[src/rtl/bin_to_bcd_seq_if.sv]
`default_nettype none
// ============================================================================
// Module  : bin_to_bcd_seq_if
// Purpose : Handshake/data bundle between a requester and the sequential
//           binary-to-BCD converter.
// Signals : start  requester -> converter  request a conversion of bin
//           bin    requester -> converter  WIDTH-bit binary value
//           busy   converter -> requester  conversion in progress
//           done   converter -> requester  one-cycle pulse, bcd/ovf updated
//           bcd    converter -> requester  packed BCD, digit 0 in [3:0]
//           ovf    converter -> requester  value did not fit in DIGITS digits
// Revision: 1.0 - initial release
// ============================================================================
interface bin_to_bcd_seq_if #(
  parameter int WIDTH  = 8,
  parameter int DIGITS = 3
) ();

  logic                  start;
  logic [WIDTH-1:0]      bin;
  logic                  busy;
  logic                  done;
  logic [4*DIGITS-1:0]   bcd;
  logic                  ovf;

  modport master (
    output start,
    output bin,
    input  busy,
    input  done,
    input  bcd,
    input  ovf
  );

  modport slave (
    input  start,
    input  bin,
    output busy,
    output done,
    output bcd,
    output ovf
  );

endinterface
`default_nettype wire

[src/rtl/bin_to_bcd_seq.sv]
`default_nettype none
// ============================================================================
// Module  : bin_to_bcd_seq
// Purpose : Sequential double-dabble converter. Accepts a WIDTH-bit binary
//           count and produces DIGITS packed BCD digits, one bit per clock,
//           with a start/busy/done handshake. Results are held between
//           conversions.
// Ports   : clk  in   rising-edge clock
//           rst  in   asynchronous reset, active-low
//           bus  slave modport of bin_to_bcd_seq_if (start, bin, busy, done,
//                bcd, ovf)
// Revision: 1.0 - initial release
// ============================================================================
module bin_to_bcd_seq #(
  parameter int WIDTH  = 8,
  parameter int DIGITS = 3
) (
  input  wire logic            clk,
  input  wire logic            rst,
  bin_to_bcd_seq_if.slave      bus
);

  localparam int CNT_W = $clog2(WIDTH + 1);
  localparam int DW    = 4 * DIGITS;

  typedef enum logic [0:0] {
    IDLE  = 1'b0,
    SHIFT = 1'b1
  } state_e;

  state_e             state_q,    state_d;
  logic [WIDTH-1:0]   shift_q,    shift_d;
  logic [DW-1:0]      work_q,     work_d;
  logic [CNT_W-1:0]   count_q,    count_d;
  logic               ovf_work_q, ovf_work_d;
  logic [DW-1:0]      bcd_q,      bcd_d;
  logic               ovf_q,      ovf_d;
  logic               done_q,     done_d;

  // Digits after the +3 correction, all digits in parallel.
  logic [DW-1:0]        w_adj;
  // Correction followed by the one-bit left shift of {digits, shift reg}.
  logic                 w_carry;
  logic [DW+WIDTH-1:0]  w_shifted;

  genvar gi;
  generate
    for (gi = 0; gi < DIGITS; gi++) begin : g_adj
      assign w_adj[4*gi +: 4] = (work_q[4*gi +: 4] >= 4'd5) ?
                                (work_q[4*gi +: 4] + 4'd3) :
                                 work_q[4*gi +: 4];
    end
  endgenerate

  // Appending a zero and taking everything below the top bit performs the
  // left shift; the top bit is what falls out of the most significant digit.
  // This form also stays legal for WIDTH == 1.
  assign {w_carry, w_shifted} = {w_adj, shift_q, 1'b0};

  always_comb begin
    state_d    = state_q;
    shift_d    = shift_q;
    work_d     = work_q;
    count_d    = count_q;
    ovf_work_d = ovf_work_q;
    bcd_d      = bcd_q;
    ovf_d      = ovf_q;
    done_d     = 1'b0;

    case (state_q)
      IDLE: begin
        if (bus.start) begin
          shift_d    = bus.bin;
          work_d     = '0;
          count_d    = CNT_W'(WIDTH);
          ovf_work_d = 1'b0;
          state_d    = SHIFT;
        end
      end

      SHIFT: begin
        work_d     = w_shifted[DW+WIDTH-1:WIDTH];
        shift_d    = w_shifted[WIDTH-1:0];
        ovf_work_d = ovf_work_q | w_carry;
        count_d    = count_q - CNT_W'(1);
        if (count_q == CNT_W'(1)) begin
          // Publish using this iteration's results, not the stale work regs.
          bcd_d   = w_shifted[DW+WIDTH-1:WIDTH];
          ovf_d   = ovf_work_q | w_carry;
          done_d  = 1'b1;
          state_d = IDLE;
        end
      end

      default: begin
        state_d = IDLE;
      end
    endcase
  end

  always_ff @(posedge clk or negedge rst) begin
    if (!rst) begin
      state_q    <= IDLE;
      shift_q    <= '0;
      work_q     <= '0;
      count_q    <= '0;
      ovf_work_q <= 1'b0;
      bcd_q      <= '0;
      ovf_q      <= 1'b0;
      done_q     <= 1'b0;
    end else begin
      state_q    <= state_d;
      shift_q    <= shift_d;
      work_q     <= work_d;
      count_q    <= count_d;
      ovf_work_q <= ovf_work_d;
      bcd_q      <= bcd_d;
      ovf_q      <= ovf_d;
      done_q     <= done_d;
    end
  end

  assign bus.busy = (state_q == SHIFT);
  assign bus.done = done_q;
  assign bus.bcd  = bcd_q;
  assign bus.ovf  = ovf_q;

endmodule
`default_nettype wire

[src/flat_wrapper.sv]
// flat-port wrapper written by rule: the top's interface ports become plain ports
module bin_to_bcd_seq_flat 
#(
  parameter int WIDTH  = 8,
  parameter int DIGITS = 3
)
  (clk, rst, bus_start, bus_bin, bus_busy, bus_done, bus_bcd, bus_ovf);
  bin_to_bcd_seq_if #(.WIDTH(WIDTH), .DIGITS(DIGITS)) bus_i ();
  input  wire logic clk;
  input  wire logic rst;
  input wire logic [$bits(bus_i.start)-1:0] bus_start;
  input wire logic [$bits(bus_i.bin)-1:0] bus_bin;
  output wire logic [$bits(bus_i.busy)-1:0] bus_busy;
  output wire logic [$bits(bus_i.done)-1:0] bus_done;
  output wire logic [$bits(bus_i.bcd)-1:0] bus_bcd;
  output wire logic [$bits(bus_i.ovf)-1:0] bus_ovf;
  assign bus_i.start = bus_start;
  assign bus_i.bin = bus_bin;
  assign bus_busy = bus_i.busy;
  assign bus_done = bus_i.done;
  assign bus_bcd = bus_i.bcd;
  assign bus_ovf = bus_i.ovf;
  bin_to_bcd_seq #(.WIDTH(WIDTH), .DIGITS(DIGITS)) u_core (.clk(clk), .rst(rst), .bus(bus_i));
endmodule
[config.mk]
export PLATFORM = sky130hd
export DESIGN_NAME = bin_to_bcd_seq_flat
export DESIGN_NICKNAME = d
export VERILOG_FILES = /design/src/rtl/bin_to_bcd_seq_if.sv /design/src/rtl/bin_to_bcd_seq.sv /design/src/flat_wrapper.sv
export SDC_FILE = /design/constraint.sdc
export NUM_CORES = 1
export LEC_CHECK = 0
export CORE_ASPECT_RATIO = 2
export CORE_UTILIZATION = 46
export CTS_CLUSTER_DIAMETER = 100
export DETAILED_ROUTE_END_ITERATION = 7
export HOLD_SLACK_MARGIN = 0.05
export MAX_ROUTING_LAYER = met4
export PLACE_DENSITY_LB_ADDON = 0.15
export SYNTH_ARGS = -nofsm -noshare
export SYNTH_HDL_FRONTEND = slang
export SYNTH_SLANG_ARGS = --single-unit
export TNS_END_PERCENT = 1
[constraint.sdc]
create_clock -name clk -period 1.6 [get_ports clk]
set_clock_uncertainty 0.2 [all_clocks]
set_input_delay 0.16 -clock clk [delete_from_list [all_inputs] [get_ports clk]]
set_output_delay 0.16 -clock clk [all_outputs]
set_load 0.005 [all_outputs]
Yosys cells after proc, flatten, opt, wreduce, memory -nomap -nowiden
Index checks and enable logic that the tools add are counted.
- flip-flop bits (word level): 40
- bits of input ports: 11
- output and inout bits: 15
- word-level logic and storage cells: 36
- add/sub/neg operators: 4
- magnitude comparators: 3
- eq/ne operators: 2
- muxes and demuxes: 16
- bitwise operators: 2
- reductions and logical operators: 1
- operators with widths (kind ; number):
    12-bit case mux with 2 select lines ; 1
    4-bit 2-to-1 mux ; 4
    8-bit case mux with 2 select lines ; 1
    4-bit by 2-bit adder with 4-bit output, second input constant ; 3
    4-bit by 3-bit greater-or-equal comparator with 1-bit output, second input constant ; 3
    12-bit 2-to-1 mux ; 1
    8-bit 2-to-1 mux ; 1
    4-bit case mux with 2 select lines ; 1
    1-bit 2-to-1 mux ; 5
    4-bit by 1-bit == test with 1-bit output, second input constant ; 1
    1-bit case mux with 2 select lines ; 2
    4-bit by 1-bit subtractor with 4-bit output, second input constant ; 1
    2-bit inequality test, second input constant ; 1
    2-bit AND reduction ; 1
    1-bit NOT ; 1
    1-bit bitwise OR ; 1

Depth between registers and ports, before layout
Gate-level depths: netlist of run 1.
- depth in word-level cells: 4
- mapped depth: 7
- depth with buffers taken out: 6

Worst setup path after synthesis of run 1
OpenSTA, ideal clock, no wires.
- path type: register -> register
- from: register u_core.state_q, in the netlist u_core.bus.busy
- to: register u_core.bcd_q[1], in the netlist u_core.bus.bcd[1]
- setup time: 0.125 ns
- arrival time: 1.505 ns
- required time: 1.275 ns
- setup slack: -0.229 ns
- cell stages (with the launch flop): 6
- path buffers: 1
- clock period less this slack: 1.829 ns
- cells stage by stage: dfrtp_1 buf_4 inv_2 or4b_4 clkinv_1 mux2_2
- word-level cells in the longest chain between the ends: 1
- RTL lines (what ; RTL line ; source):
    start: declaration ; bin_to_bcd_seq.sv:31 ; state_e state_q, state_d;
    start signal: assignment ; bin_to_bcd_seq.sv:112 ; state_q <= state_d;
    2-bit AND reduction (no line) ; - ;
    end signal: assignment ; bin_to_bcd_seq.sv:108 ; bcd_q <= '0;
    end signal: assignment ; bin_to_bcd_seq.sv:117 ; bcd_q <= bcd_d;
    end: declaration ; bin_to_bcd_seq.sv:36 ; logic [DW-1:0] bcd_q, bcd_d;
Every way passes these cells.
A chain may end at the register's enable or synchronous reset.

Final worst setup path of run 1
- from: register u_core.count_q[1]
- to: register u_core.bcd_q[1], in the netlist u_core.bus.bcd[1]
- word-level cells in the longest chain between the ends: 2
- RTL lines (what ; RTL line ; source):
    start: declaration ; bin_to_bcd_seq.sv:34 ; logic [CNT_W-1:0] count_q, count_d;
    start signal: assignment ; bin_to_bcd_seq.sv:115 ; count_q <= count_d;
    4-bit by 1-bit == test with 1-bit output ; bin_to_bcd_seq.sv:86 ; if (count_q == CNT_W'(1)) begin
    2-bit AND reduction (no line) ; - ;
Every way passes these cells.

==> results by group, run 1 <==
Run status
  – Status: finished, violations left
  – Failing checks: negative setup slack

Die
  – DIE HEIGHT: 92.2 um
  – Num rows: 32
  – # IOs: 26
  – DIE AREA: around 0.0043 sq mm
  – Die X: 47.1 um
  – Core area: ~0.004 sq mm
  – Initial core utilization: 48.2%

Synth
  – Ys Warns: 0
  – #FFs+latches synth: 40
  – Post-synth ARST share: between 90% and 100%
  – Synth Flop Type: dfrtp_1
  – Netlist cell types: 27
  – Sequential area share after synthesis: a little over half
  – Post-Syn Area: between 0.0015 and 0.002 sq mm
  – Top-count cell post-synth: dfrtp_1
  – Post-synth net total: just over 200
  – Post-synth EDFFs: 0
  – Area share of the largest cell type after synthesis: between 50% and 60%
  – Largest area contributor in the netlist: dfrtp_1
  – Mean Syn Cell Area: just under 10 sq um
  – Post-synthesis cell count: 188
  – Synth top cells by count: 40 x dfrtp_1, 34 x nand2_1, 15 x o21ai_0
  – Largest cells by area after synthesis: dfrtp_1 54%, nand2_1 6.8%, ha_1 5.4%, mux2i_1 4.3%, o21ai_0 4.0%

Placed design
  – GP Congestion: around 0.82
  – Pre-CTS WS: -0.200 ns
  – Port Buffer Count: 25
  – Detailed Place HPWL: approximately 2600 um

Critical path
  – Critical path capture point: u_core.bus.bcd[1]
  – R2R cell count: 5
  – Crit-path slowest cell: or4b_4
  – Worst endpoint data arrival time: about 1.7 ns
  – Worst-path fanout max: 2
  – Flop-to-flop setup slack: -0.17 ns
  – Crit path max-delay family: simple AND/OR/NAND/NOR gates
  – Worst path max stage delay: 0.49 ns
  – Worst r2r dst: u_core.bus.bcd[1]
  – Critical Path RT: 1.57 ns
  – CP Class: reg2reg
  – Worst path bufs/invs: 2
  – CP Launch Type: flop
  – Critical Path End Type: flop
  – Cell depth of the worst setup path: 5
  – Launch point of the worst reg-to-reg path: u_core.count_q[1]
  – CP cell instances: inv_2, ha_4, or4b_4, clkinv_4, mux2_4
  – Launch point of the critical path: u_core.count_q[1]

Clocking
  – Max Buffers Root-to-Sink: 2
  – CTS H-tree lvls: 2
  – Clk pin slew, worst setup/hold paths: 0.07 ns
  – CTS Buf Count: 5
  – CTS tree: done
  – CTS root buf: clkbuf_8
  – Clock latency on the worst-skew pair: ~0.28 ns
  – Num Clock Sinks: 40

Power and ir drop
  – Pint: 3.41 mW
  – Clock power share: between 10% and 20%
  – Leak Pwr: ~1.2 nW
  – Comb power frac: approximately 54%
  – Max VDD drop: 1.17 mV
  – Total power: 5.36 mW
  – Reg power frac: between 30% and 40%
  – Power per cell area: around 2000 mW/mm^2
  – Net load switching power: approximately 2 mW
  – Sw frac: a little over a third

Drt
  – DR DRC count: 0
  – Vias per cell: 5.07
  – Routed Antenna Nets: 0
  – Iteration-0 DRC Markers: 24
  – Vias: ~1500
  – Routed WL per cell: ~14 um
  – TritonRoute pass-1 iters: 4
  – Detailed-route wire length: 3940 um

Timing
  – Fin crit period: 1.77 ns
  – Final Max Slew Viols: 0
  – Final period utilization: 111%
  – Rel. slew slack: 66.5%
  – Fin. Hold Viols: 0
  – Fmax achieved: approximately 560 MHz
  – Final Worst Setup Slack: -0.174 ns
  – Worst-Margin Slew: just over 0.5 ns
  – Final setup violation count: 19
  – RSZ-0062 raised after global routing: yes
  – Setup TNS: -1.64 ns

Hold path
  – Worst hold path type: in2async

Global routing
  – Vias in the first global route: 1582
  – Largest net degree at the start of global routing: 41
  – Initial antenna violation count: 0
  – GRT overflow: 0
  – Total GRT Usage: between 20 and 25%
  – First-pass GRT wire length: 6910 um

Layout
  – Share of cells above drive strength 1: between 20% and 30%
  – Ant diodes: 0
  – Area Overhead vs Synth: 39.8%
  – Nets: 259

Run
  – Max_cap viols: 0
==> how the worst min path moves through the flow <==
stage,startpoint,to,slack (ns)
3_5_place_dp,rst,u_core.bus.bcd[9],0.05
2_1_floorplan,rst,u_core.bus.bcd[0],-0.34
3_3_place_gp,rst,u_core.bus.bcd[9],0.04
4_1_cts,rst,u_core.bus.bcd[9],0.27
6_report,rst,u_core.bus.bcd[9],0.26
5_1_grt,bus_bin[0],u_core.shift_q[0],0.31
==> metal layers <==
metal | up-vias | share of wire (%) | global-route usage (%)
met1 | 708 | 41 | 25.9
met2 | 19 | 56 | 37.0
met4 | 0 | 1.5 | 7.38
met5 | - | 0 | -
met3 | 5 | 2.1 | 4.53
li1 | 742 | - | -
==> stage by stage <==
stage	hold slack, ns	utilization [%]	cell area, sq um	cells
3_5_place_dp	0.0475	60.3	2340	279
3_3_place_gp	0.0449	60.3	2340	279
5_1_grt	0.314	67.3	2620	291
6_report	0.259	67.3	2620	291
4_1_cts	0.274	65.5	2540	290
2_1_floorplan	-0.336	-	1890	188
==> power groups by stage <==
stage / clock network [mW] / logic, mW / registers, mW
after global routing: 0.674 / 3.24 / 1.89
final: 0.616 / 2.91 / 1.83
after floorplan: 0 / 1.41 / 1.74
after detailed placement: 0 / 2.44 / 1.77
after CTS: 0.633 / 2.76 / 1.80
after global placement: 0 / 2.33 / 1.74
==> repair_timing <==
item | in CTS | in global routing
hold endpoints to repair | 40 | 0
setup endpoints to repair | 21 | 21
resized for setup | 20 | 17
cloned | 1 | 0
pin swaps | 4 | 3
setup buffers | 2 | 1
hold buffers | 1 | 0
==> flip-flops by register name (all words and copies together), names as in the netlist <==
register and cells:
u_core.bus.ovf 1, u_core.ovf_work_q 1, u_core.bus.bcd 12, u_core.bus.done 1
u_core.work_q 12, u_core.bus.busy 1, u_core.shift_q 8, u_core.count_q 4
==> area by class of cell <==
class                   count  area, sq um
well taps                  51         63.8
fillers                   316         1270
repair buffers             54          531
clock inverters             1         5.00
flip-flops and latches     40         1000
clock buffers               6         72.6
multi-input cells         127          891
inverters                  12         50.0
==> cells in the final DEF (no fill, tap or decap), drive strengths merged, types with 8 or more instances in the layout <==
master         synthesis  final
a21oi                 10     10
buf                    4     28
clkdlybuf4s50          0     23
dfrtp                 40     40
ha                     8      8
inv                   11     11
mux2i                  8      8
nand2                 34     34
o21ai                 24     24
o22ai                 10     10
==> worst reg2reg max path, stage by stage (launching register included) <==
cell and delay [ns]:
dfrtp_1 0.40, inv_2 0.09, ha_4 0.12, or4b_4 0.49, clkinv_4 0.08, mux2_4 0.29
==> kinds of logic (layout without fill, tap and decap cells) <==
logic type	after synthesis	after routing	share of synthesized area, %
fa+ha+maj	8	8	5.35
buf+inv	21	73	5.28
flops	40	40	53.5
mux	12	12	6.69
xor+xnor	4	4	1.87
simple gates	55	55	13.3
compound gates	48	48	14.0
No activity file was read; power rests on OpenSTA's default activity.
==> run 2: changes to the inputs <==
--- a/config.mk
+++ b/config.mk
@@ -10,7 +10,6 @@
 export CTS_CLUSTER_DIAMETER = 100
 export DETAILED_ROUTE_END_ITERATION = 7
 export HOLD_SLACK_MARGIN = 0.05
-export MAX_ROUTING_LAYER = met4
 export PLACE_DENSITY_LB_ADDON = 0.15
 export SYNTH_ARGS = -nofsm -noshare
 export SYNTH_HDL_FRONTEND = slang
==> results by group, run 2 (synthesis results as in run 1) <==
Critical path
  – Worst-path fanout max: 2 (unchanged)
  – CP cell instances: inv_2, ha_4, or4b_4, clkinv_4, mux2_4 (unchanged)
  – Worst endpoint data arrival time: 1.74 ns (about the same)
  – CP Launch Type: flop (unchanged)
  – Worst path max stage delay: 0.48 ns (was 0.49 ns)
  – Critical Path End Type: flop (unchanged)
  – Crit-path slowest cell: or4b_4 (unchanged)
  – CP Class: reg2reg (unchanged)
  – Worst path bufs/invs: 2 (unchanged)
  – Critical Path RT: 1.57 ns (about the same)
  – Crit path max-delay family: simple AND/OR/NAND/NOR gates (unchanged)

Power and ir drop
  – Net load switching power: 1.85 mW (was 1.95 mW)
  – Reg power frac: 33.8% (was 34.1%)
  – Comb power frac: 51.2% (was 54.4%)
  – Clock power share: 15.0% (was 11.5%)
  – Leak Pwr: 1.16 nW (was 1.17 nW)
  – Pint: 3.41 mW (about the same)
  – Max VDD drop: 1.34 mV (was 1.17 mV)
  – Sw frac: 35.1% (was 36.4%)
  – Power per cell area: 2050 mW/mm^2 (about the same)

Drt
  – Routed Antenna Nets: 0 (unchanged)
  – Vias: 1446 (was 1474)
  – TritonRoute pass-1 iters: 4 (unchanged)
  – Routed WL per cell: 12.6 um (was 13.5 um)
  – Detailed-route wire length: 3680 um (was 3940 um)
  – Iteration-0 DRC Markers: 31 (was 24)
  – Vias per cell: 4.97 (was 5.07)
  – DR DRC count: 0 (unchanged)

Run status
  – Failing checks: negative setup slack (unchanged)
  – Status: finished, violations left (unchanged)

Placed design
  – Port Buffer Count: 25 (unchanged)
  – Detailed Place HPWL: 2590 um (was 2620 um)
  – Placed Area: 0.00234 sq mm (unchanged)
  – GP Congestion: 0.821 (was 0.823)

Global routing
  – Initial antenna violation count: 0 (unchanged)
  – Vias in the first global route: 1460 (was 1582)
  – First-pass GRT wire length: 6170 um (was 6910 um)
  – Total GRT Usage: 19.4% (was 22.4%)
  – Largest net degree at the start of global routing: 41 (unchanged)
  – GRT overflow: 0 (unchanged)

Layout
  – Post-layout util: 65.9% (was 67.3%)
  – Commonest non-fill, non-tap cell in the layout: dfrtp_1 (unchanged)
  – Ant diodes: 0 (unchanged)
  – FF/Latch Area: 0.00100 sq mm (about the same)
  – Area Overhead vs Synth: 36.9% (was 39.8%)
  – Nets: 258 (was 259)
  – Share of cells above drive strength 1: 22.9% (was 27.5%)
  – Most frequent cells in the layout: 40 x dfrtp_1, 34 x nand2_1, 23 x clkdlybuf4s50_1, 23 x buf_4, 13 x o21ai_0 (was 39 x dfrtp_1, 34 x nand2_1, 23 x clkdlybuf4s50_1, 23 x buf_4, 13 x o21ai_0)
  – Filler instances: 337 (was 316)
  – Final Cell Area: 0.00256 sq mm (was 0.00262 sq mm)
  – Area occupied by multi-input gates: 840 sq um (was 891 sq um)

Clocking
  – CTS H-tree lvls: 2 (unchanged)
  – Clock latency on the worst-skew pair: 0.28 ns (about the same)
  – Clk pin slew, worst setup/hold paths: 0.07 ns (about the same)
  – CTS root buf: clkbuf_8 (unchanged)
  – Num Clock Sinks: 40 (unchanged)
  – CTS tree: done (unchanged)
  – CTS Buf Count: 5 (unchanged)
  – Max Buffers Root-to-Sink: 2 (unchanged)

Timing
  – Rel. slew slack: 67.7% (was 66.5%)
  – Final setup violation count: 21 (was 19)
  – Final Worst Setup Slack: -0.166 ns (was -0.174 ns)
  – Fmax achieved: 566 MHz (was 564 MHz)
  – RSZ-0062 raised after global routing: yes (unchanged)
  – Worst-Margin Slew: 0.485 ns (was 0.503 ns)
  – Fin. Hold Viols: 0 (unchanged)
  – Final period utilization: 110% (was 111%)
  – Final Max Slew Viols: 0 (unchanged)
  – Fin crit period: 1.77 ns (about the same)

Die
  – Core area: 0.00388 sq mm (unchanged)
  – DIE AREA: 0.00434 sq mm (unchanged)
  – Initial core utilization: 48.2% (unchanged)
  – DIE HEIGHT: 92.2 um (unchanged)
  – Die X: 47.1 um (unchanged)
  – # IOs: 26 (unchanged)
  – Num rows: 32 (unchanged)

Hold path
  – Worst hold path type: in2async (unchanged)

Run
  – Max_cap viols: 0 (unchanged)
==> run 2: what timing repair did <==
item,in CTS,in global routing
hold buffers,1,0
pin swaps,4,1
gates resized for setup,12,10
endpoints found under the setup margin,22,22
hold endpoints to repair,40,0
setup buffers,2,1
==> run 2: tightest hold or removal path, stage by stage <==
cell	delay, ns
dlygate4sd3_1	0.52
buf_2	0.09
buf_4	0.41
==> run 2: final cells by class <==
| cell class | instances | share of cell area, % |
|---|---|---|
| Clock buffer | 6 | 2.83 |
| Clock inverter | 2 | 1.37 |
| Inverter | 12 | 1.96 |
| Multi-Input combinational cell | 127 | 32.8 |
| Sequential cell | 40 | 39.1 |
| Tap cell | 51 | 2.49 |
| Timing Repair Buffer | 53 | 19.5 |
==> run 2: per-stage QoR <==
stage,instances,power (mW),setup TNS (ns),hold WS [ns],setup slack (ns)
after floorplan,188,3.15,-1.76,-0.336,-0.136
after global placement,279,4.08,-1.49,0.0442,-0.117
after detailed placement,279,4.20,-2.24,0.0434,-0.189
after CTS,290,5.17,-2.02,0.274,-0.149
after global routing,291,5.68,-3.05,0.307,-0.201
final,291,5.26,-1.70,0.257,-0.166
==> run 2: per-layer routing <==
metal	vias up	routed length [um]	GRT usage [%]
met4	0	75	7.14
met3	7	75	3.15
li1	742	-	-
met2	21	2060	33.9
met1	676	1470	22.0
met5	-	0	0
==> run 2: power by group through the flow <==
stage	registers (mW)	clock network [mW]	logic, mW
floorplan	1.74	0	1.41
global placement	1.74	0	2.33
detailed placement	1.76	0	2.44
CTS	1.76	0.805	2.60
global route	1.84	0.830	3.01
finish	1.78	0.789	2.69
==> run 2: worst paths after layout <==
path | slack [ns] | to | depth (start not counted) | startpoint
min | 0.26 | u_core.bus.bcd[10] | 3 | rst
max reg2reg | -0.17 | u_core.bus.bcd[1] | 5 | u_core.count_q[1]
max in group asynchronous | 0.61 | u_core.shift_q[7] | 3 | rst
min in group clk | 0.28 | u_core.bus.bcd[8] | 2 | u_core.bus.bcd[8]
max | -0.17 | u_core.bus.bcd[1] | 5 | u_core.count_q[1]
min reg2reg | 0.28 | u_core.bus.bcd[8] | 2 | u_core.bus.bcd[8]
